File: src/rtl/sampler.sv
// Rate-reduction stage: passes one valid sample every (effDiv+1) accepted inputs,
// zeroing disabled 8-channel groups on the registered output.
module sampler #(
    parameter int unsigned DIV_WIDTH  = 24,
    parameter int unsigned DATA_WIDTH = 32
) (
    input  logic                    clock,
    input  logic                    reset_n,
    input  logic [DATA_WIDTH-1:0]   dataInput,
    input  logic                    validIn,
    input  logic                    enable,
    input  logic                    demuxMode,
    input  logic [DATA_WIDTH/8-1:0] disabledGroups,
    input  logic                    wrDivider,
    input  logic [DIV_WIDTH-1:0]    configData,
    output logic [DATA_WIDTH-1:0]   dataOutput,
    output logic                    validOut,
    output logic [DIV_WIDTH-1:0]    divider
);

    localparam int unsigned NUM_GROUPS = DATA_WIDTH / 8;

    logic [DATA_WIDTH-1:0] data_q, data_d;
    logic                  valid_q, valid_d;
    logic [DIV_WIDTH-1:0]  divider_q, divider_d;
    logic [DIV_WIDTH-1:0]  counter_q, counter_d;
    logic [DIV_WIDTH-1:0]  eff_div;
    logic [DIV_WIDTH-1:0]  cfg_eff_div;
    logic [DATA_WIDTH-1:0] masked;

    // In demux mode each word carries two time slots, so the count is halved.
    always_comb begin
        eff_div     = demuxMode ? (divider_q >> 1) : divider_q;
        cfg_eff_div = demuxMode ? (configData >> 1) : configData;
        masked      = dataInput;
        for (int unsigned g = 0; g < NUM_GROUPS; g++) begin
            if (disabledGroups[g]) begin
                masked[g*8 +: 8] = '0;
            end
        end
    end

    always_comb begin
        data_d    = data_q;
        valid_d   = 1'b0;
        divider_d = divider_q;
        counter_d = counter_q;
        if (wrDivider) begin
            divider_d = configData;
            counter_d = cfg_eff_div;
        end else if (!enable) begin
            counter_d = eff_div;
        end else if (validIn) begin
            if (counter_q == '0) begin
                data_d    = masked;
                valid_d   = 1'b1;
                counter_d = eff_div;
            end else begin
                counter_d = counter_q - 1'b1;
            end
        end
    end

    always_ff @(posedge clock or negedge reset_n) begin
        if (!reset_n) begin
            data_q    <= '0;
            valid_q   <= 1'b0;
            divider_q <= '0;
            counter_q <= '0;
        end else begin
            data_q    <= data_d;
            valid_q   <= valid_d;
            divider_q <= divider_d;
            counter_q <= counter_d;
        end
    end

    assign dataOutput = data_q;
    assign validOut   = valid_q;
    assign divider    = divider_q;

endmodule

File: config.mk
export PLATFORM = sky130hd
export DESIGN_NAME = sampler
export DESIGN_NICKNAME = d
export VERILOG_FILES = /design/src/rtl/sampler.sv
export SDC_FILE = /design/constraint.sdc
export NUM_CORES = 1
export LEC_CHECK = 0
export BUFFER_PORTS_ARGS = -buffer_cell sky130_fd_sc_hd__buf_4
export CAP_MARGIN = 20
export CELL_PAD_IN_SITES_DETAIL_PLACEMENT = 0
export CELL_PAD_IN_SITES_GLOBAL_PLACEMENT = 1
export CORE_UTILIZATION = 46
export CTS_BUF_LIST = sky130_fd_sc_hd__clkbuf_2 sky130_fd_sc_hd__clkbuf_4 sky130_fd_sc_hd__clkbuf_8
export DETAILED_ROUTE_END_ITERATION = 8
export HOLD_SLACK_MARGIN = 0.06
export PLACE_DENSITY = 0.87
export SLEW_MARGIN = 20
export SYNTH_ARGS = -nofsm -noshare
export SYNTH_HDL_FRONTEND = slang
export SYNTH_SLANG_ARGS = --single-unit
File: constraint.sdc
create_clock -name clock -period 5.3 [get_ports clock]
set_input_delay 0.53 -clock clock [delete_from_list [all_inputs] [get_ports clock]]
set_output_delay 0.53 -clock clock [all_outputs]
set_load 0.02 [all_outputs]
==> results.toml, run 1 <==
[sta]
setup_viol = 0
fin_crit_sh_pct = 52.2
rsz0062_at_grt = "false"
report.final.slew_viol_count = 0
fmax_mhz = 362
period_minus_slack_ps = 2760
tightest_slew_ps = 856
fin_skew_ps = 21.0
timing.slew.headroom_pct = 42.4
finalHoldViolations = 0
whs_ps = 196
tns_ps = 0

[synth]
ys_seq_elements = 81
synth_cell_types = 49
syn_area_per_cell_sq_um = 11.3
async_flop_share_pct = 100
synth-edff-count = 0
yosys_warnings = 0
synth_ff_type = "dfrtp_1"
syn_nets = 473
synth_area_sq_um = 4560
synth_cells = 405
synth-seq-area-share_pct = 44.4

[floorplan]
die_area_sq_um = 10300
die_w_um = 102
dieHeight_um = 102
ios = 123
row_count = 35
start_util_pct = 48.5
fp.coreArea_sq_um = 9420

[placed_design]
gpl.final_weighted_congestion = 0.860
numPortBuffers = 122
dpl.hpwl_um = 7740
placed_cell_area_sq_um = 5560

[cts]
cts-hold-fix-buffers = 0
root_buffer = "clkbuf_8"
clk_latency_ps = 360
clkTransAtPathRegs_ps = 90
cts_htree_levels = 3
cts_sinks = 81
cts_resized = 0
numCtsBuffers = 9
clockBufferDepth = 2
post_cts_buffers = 0
cts_tree = "built"

[cells_and_area]
final_area_sq_um = 5750
fill_cells = 807
diodes = 0
fin_nets = 587
multi_input_area_sq_um = 2410
synthToLayoutAreaGrowth_pct = 25.9
drive_gt1_share_pct = 42.4
seq_area_sq_um = 2030

[global_routing]
grt_pass1_vias = 3597
antenna_found_initial = 0
grt_max_degree = 82
grt_remaining_overflow = 0
grt_pass1_wl_um = 18400
grt.total_usage_pct = 22.9

[critical_path]
r2r_end = "counter_q[13]"
path_buf_inv = 0
cp_slowest_stage_delay_ps = 580
crit_chain = "or4_4, or4_4, o21ai_4, nand2_2, o221ai_1"
cp_max_fo = 22
crit_slowest_cell = "or4_4"
reg2reg_depth = 5
cp_num_cells = 5
critical_path_class = "register to register"
crit_required_ps = 5550
end_kind = "register"
crit_path_frequent_cell = "or4_4"
rrSetupSlack_ps = 2540
arrival_ps = 3010
r2r-start = "counter_q[14]"
cp_top_family = "simple AND/OR/NAND/NOR gates"
start_kind = "register"

[hold_path]
hp-class = "input port to async pin"

[run]
drv_cap = 0

[drt]
viasPerCell = 5.54
first_iter_violations = 175
dr.pass1.iters = 5
wirelength_um = 11100
drt-wirelength-per-cell_um = 17.0
ant_nets = 0
drc = 0
routed-via-count = 3618

[power_and_ir_drop]
p_leak_nw = 2.61
p_per_area_nw_per_um2 = 255
ir_drop_uv = 148

[outcome]
status = "completed"
metrics by stage:
stage	instances	total power (W)	utilization, %	setup WS, ps
after global routing	653	0.00154	61.0	2400
after floorplan	405	0.000912	-	3020
after detailed placement	637	0.00105	59.0	2570
after global placement	637	0.00104	59.0	2660
after CTS	653	0.00148	61.0	2540
final	653	0.00146	61.0	2540
sequential cells by signal, summed over array words and instances (netlist names):
name	flops
counter_q	24
dataOutput	32
divider	24
validOut	1
metal layers:
layer / routed length (um) / up-vias / GRT usage [%]
li1: - / 1722 / -
met1: 5110 / 1769 / 32.5
met2: 5240 / 110 / 36.4
met3: 561 / 17 / 2.69
met4: 201 / 0 / 7.36
met5: 0 / - / 0
layout make-up:
| type | count | share of cell area, % |
|---|---|---|
| sequential | 81 | 35.3 |
| multi-input combinational | 296 | 41.9 |
| timing repair buffer | 125 | 16.4 |
| tap | 129 | 2.81 |
| clock buffer | 10 | 2.40 |
| clock inverter | 6 | 0.828 |
| inverter | 6 | 0.392 |
how the worst max path moves through the flow:
stage	from	end	slack (ps)
4_1_cts	counter_q[14]	counter_q[13]	2540
3_5_place_dp	counter_q[14]	counter_q[13]	2570
6_report	counter_q[14]	counter_q[13]	2540
2_1_floorplan	counter_q[6]	dataOutput[10]	3020
3_3_place_gp	counter_q[14]	counter_q[13]	2660
5_1_grt	counter_q[14]	counter_q[19]	2400
power by group:
group          total (W)  leakage, nW  internal [W]  switching [W]
combinational   0.000313         1.49      0.000158       0.000156
clock           0.000430       0.0937      0.000188       0.000241
sequential      0.000720         1.03      0.000664      0.0000562
cells in the mapped netlist, drive strengths merged (8+ instances only):
cell type	count	area share, %
nor2b	34	4.7
nor2	12	1.0
nor4	8	1.4
a22oi	15	2.5
nand3	16	1.8
clkbuf	15	1.2
xnor2	11	2.1
nand2	15	1.3
o21ai	12	1.6
dfrtp	81	44
a21oi	8	0.88
mux2i	21	4.6
o311ai	8	1.5
mux2	81	20
layout by cell type, fill, tap and decap left out, types with 10 or more instances in the layout:
master	count
nand2_1	14
clkbuf_8	10
nor2_1	11
xnor2_1	11
mux2_2	72
nor2b_1	34
nand3_1	16
dfrtp_1	81
buf_4	124
a22oi_1	15
mux2i_1	21
cell families after synthesis:
family,count (synthesis),share of synthesized area [%]
buf+inv,28,2.96
flops,81,44.4
xor+xnor,16,3.07
mux,102,24.6
compound gates,66,10.7
fa+ha+maj,2,0.548
simple gates,110,13.7
Note: power is estimated with default switching activity, not from simulation.
==> inputs of run 2 (changes only) <==
--- a/config.mk
+++ b/config.mk
@@ -5,15 +5,16 @@
 export SDC_FILE = /design/constraint.sdc
 export NUM_CORES = 1
 export LEC_CHECK = 0
+export ABC_AREA = 1
 export BUFFER_PORTS_ARGS = -buffer_cell sky130_fd_sc_hd__buf_4
 export CAP_MARGIN = 20
 export CELL_PAD_IN_SITES_DETAIL_PLACEMENT = 0
 export CELL_PAD_IN_SITES_GLOBAL_PLACEMENT = 1
-export CORE_UTILIZATION = 46
+export CORE_UTILIZATION = 40
 export CTS_BUF_LIST = sky130_fd_sc_hd__clkbuf_2 sky130_fd_sc_hd__clkbuf_4 sky130_fd_sc_hd__clkbuf_8
 export DETAILED_ROUTE_END_ITERATION = 8
 export HOLD_SLACK_MARGIN = 0.06
-export PLACE_DENSITY = 0.87
+export PLACE_DENSITY = 0.81
 export SLEW_MARGIN = 20
 export SYNTH_ARGS = -nofsm -noshare
 export SYNTH_HDL_FRONTEND = slang
==> constraint.sdc (replaced) <==
create_clock -name clock -period 2.7 [get_ports clock]
set_input_delay 0.27 -clock clock [delete_from_list [all_inputs] [get_ports clock]]
set_output_delay 0.27 -clock clock [all_outputs]
set_load 0.02 [all_outputs]
==> run 2 against run 1 <==
  * Via count grew 32%
  * Die area rose by 26%
  * Sequential share of layout area fell by 2.6 points
  * Synthesized cell count increased by 65%
  * Power is 110% higher
  * Setup slack worse by 1700 ps
  * Global-route usage grew 0.22 points
  * Combinational power grew 120%
  * Cell count up 45%
  * Register-to-register slack got worse by 1700 ps
  * Synthesized area up 9.7%
  * Worst hold slack got worse by 75 ps
  * Critical path type unchanged
  * Largest cell class unchanged
  * Largest power group unchanged
==> results.toml, run 2 <==
[critical_path]
start_kind = "register"
cp_top_family = "simple AND/OR/NAND/NOR gates"
cp_slowest_stage_delay_ps = 400
crit_chain = "inv_1, ha_1, inv_1, nor3_1, nand3_1, nor3b_2, nand2_2, buf_4, nand2_1, o21ai_1"
crit_path_frequent_cell = "inv_1"
crit_slowest_cell = "dfrtp_1"
arrival_ps = 2110
end_kind = "register"
path_buf_inv = 3
crit_required_ps = 2930
cp_max_fo = 65
critical_path_class = "register to register"

[sta]
fmax_mhz = 532
timing.slew.headroom_pct = 52.8
rsz0062_at_grt = "false"
setup_viol = 0
fin_skew_ps = 5.87
fin_crit_sh_pct = 69.7
finalHoldViolations = 0
period_minus_slack_ps = 1880
tightest_slew_ps = 708
finalWorstSetupSlack_ps = 819
tns_ps = 0
report.final.slew_viol_count = 0

[floorplan]
fp.coreArea_sq_um = 12100
row_count = 40
dieHeight_um = 114
start_util_pct = 41.3
die_w_um = 114
die_area_sq_um = 13000
ios = 123

[cts]
numCtsBuffers = 9
clk_latency_ps = 370
cts_tree = "built"
root_buffer = "clkbuf_8"
clockBufferDepth = 2
cts_sinks = 81
clkTransAtPathRegs_ps = 80
cts_htree_levels = 3
cts_resized = 0

[cells_and_area]
drive_gt1_share_pct = 29.6
synthToLayoutAreaGrowth_pct = 24.0
final_cell_mix = "nand2_1 (188), buf_4 (129), dfrtp_1 (81), nor2_1 (66), o21ai_0 (60)"
fin_nets = 844
final_cells = 948
final_area_sq_um = 6210
largest_reg_flops = 32
multi_input_area_sq_um = 2570
fill_cells = 1270
seq_area_sq_um = 2030
diodes = 0
final_common_cell = "nand2_1"

[synth]
synth-edff-count = 0
yosysTopAreaCell = "dfrtp_1"
synth-seq-area-share_pct = 40.5
netlist.area_leader.share_pct = 40.5
syn_nets = 735
yosys_warnings = 0
post_synth_main_area_contributors = "dfrtp_1 (40%), nand2_1 (14%), o21ai_0 (6.0%)"
synth_ff_type = "dfrtp_1"
synth_common_cells = "nand2_1 (189), dfrtp_1 (81), nor2_1 (66)"
synth_cells = 667
synth_area_sq_um = 5010
syn_area_per_cell_sq_um = 7.51
synth_cell_types = 35
ys_seq_elements = 81
yosysMostFrequentCell = "nand2_1"
async_flop_share_pct = 100

[drt]
wirelength_um = 14300
drc = 0
first_iter_violations = 268
drt-wirelength-per-cell_um = 15.0
dr.pass1.iters = 4
routed-wl-met3_um = 476
viasPerCell = 5.05
wl_met1_um = 6440
maxUsedRoutingLayer = "met4"
ant_nets = 0
routed-via-count = 4784
wl_met2_um = 7060

[placed_design]
pre_cts_ws_ps = 824
post-place-cells = 932
gpl.final_weighted_congestion = 0.888
placed_cell_area_sq_um = 6000
numPortBuffers = 122
dpl.hpwl_um = 10400

[power_and_ir_drop]
p_sw_w = 0.000976
p_per_area_nw_per_um2 = 487
p_leak_nw = 3.03
p_int_w = 0.00205
p_comb_share_pct = 22.6
p_clk_share_pct = 31.0
p_seq_share_pct = 46.4
ir_drop_uv = 264
power_w = 0.00302
swShare_pct = 32.3

[global_routing]
grt_remaining_overflow = 0
grt_pass1_wl_um = 23300
grt_max_degree = 66
grt_pass1_vias = 4617
grt.total_usage_pct = 23.1
antenna_found_initial = 0

[hold_path]
hp-class = "input port to register"

[run]
drv_cap = 0

[outcome]
status = "completed"
-- run 2: final timing paths --
| check | start | to | slack (ps) | cells past startpoint |
|---|---|---|---|---|
| max | counter_q[0] | dataOutput[25] | 820 | 10 |
| min | configData[0] | divider[0] | 120 | 3 |
| max reg2reg | counter_q[0] | dataOutput[25] | 820 | 10 |
| min reg2reg | dataOutput[9] | dataOutput[9] | 480 | 2 |
| max in group asynchronous | reset_n | counter_q[18] | 1520 | 3 |
| min in group asynchronous | reset_n | divider[0] | 440 | 2 |
-- run 2: power groups by stage --
stage / Combinational (W) / Clock (W) / Sequential [W]
2_1_floorplan: 0.000396 / 0 / 0.00143
3_3_place_gp: 0.000680 / 0 / 0.00142
3_5_place_dp: 0.000686 / 0 / 0.00143
4_1_cts: 0.000691 / 0.000967 / 0.00140
5_1_grt: 0.000766 / 0.00101 / 0.00142
6_report: 0.000684 / 0.000936 / 0.00140
-- run 2: repair_timing --
item	in CTS	in global routing
setup buffers	0	0
hold endpoints to repair	42	0
hold buffers	1	0
-- run 2: kinds of logic after synthesis --
logic type | Yosys count | share of synthesized area, %
buffers and inverters | 89 | 8.17
adder cells (fa/ha/maj) | 2 | 0.500
AND/OR/NAND/NOR | 334 | 30.4
flip-flops | 81 | 40.5
AO/OA/AOI/OAI | 152 | 18.7
multiplexers | 4 | 0.800
XOR/XNOR | 5 | 0.875
-- run 2: worst reg2reg max path, cell delays in order (launching register included) --
cell and delay, ps:
dfrtp_1 400, inv_1 110, ha_1 150, inv_1 50
nor3_1 130, nand3_1 110, nor3b_2 180, nand2_2 50
buf_4 340, nand2_1 150, o21ai_1 80
-- run 2: layer usage --
layer / up-vias / global-route usage [%]
met1: 2296 / 31.6
li1: 2382 / -
met2: 90 / 37.5
met4: 0 / 8.92
met5: - / 0
met3: 16 / 2.71
-- run 2: metrics by stage --
step,hold slack [ps],util (%)
after global placement,307,49.5
final,121,51.2
after CTS,109,51.2
after detailed placement,321,49.5
after global routing,127,51.2
after floorplan,-25.6,-
-- run 2: final cells by class --
cell class / count / share of cell area [%]
flip-flops and latches: 81 / 32.7
clock inverters: 3 / 0.645
inverters: 57 / 3.53
repair buffers: 130 / 15.8
clock buffers: 12 / 2.56
well taps: 168 / 3.39
multi-input cells: 497 / 41.5
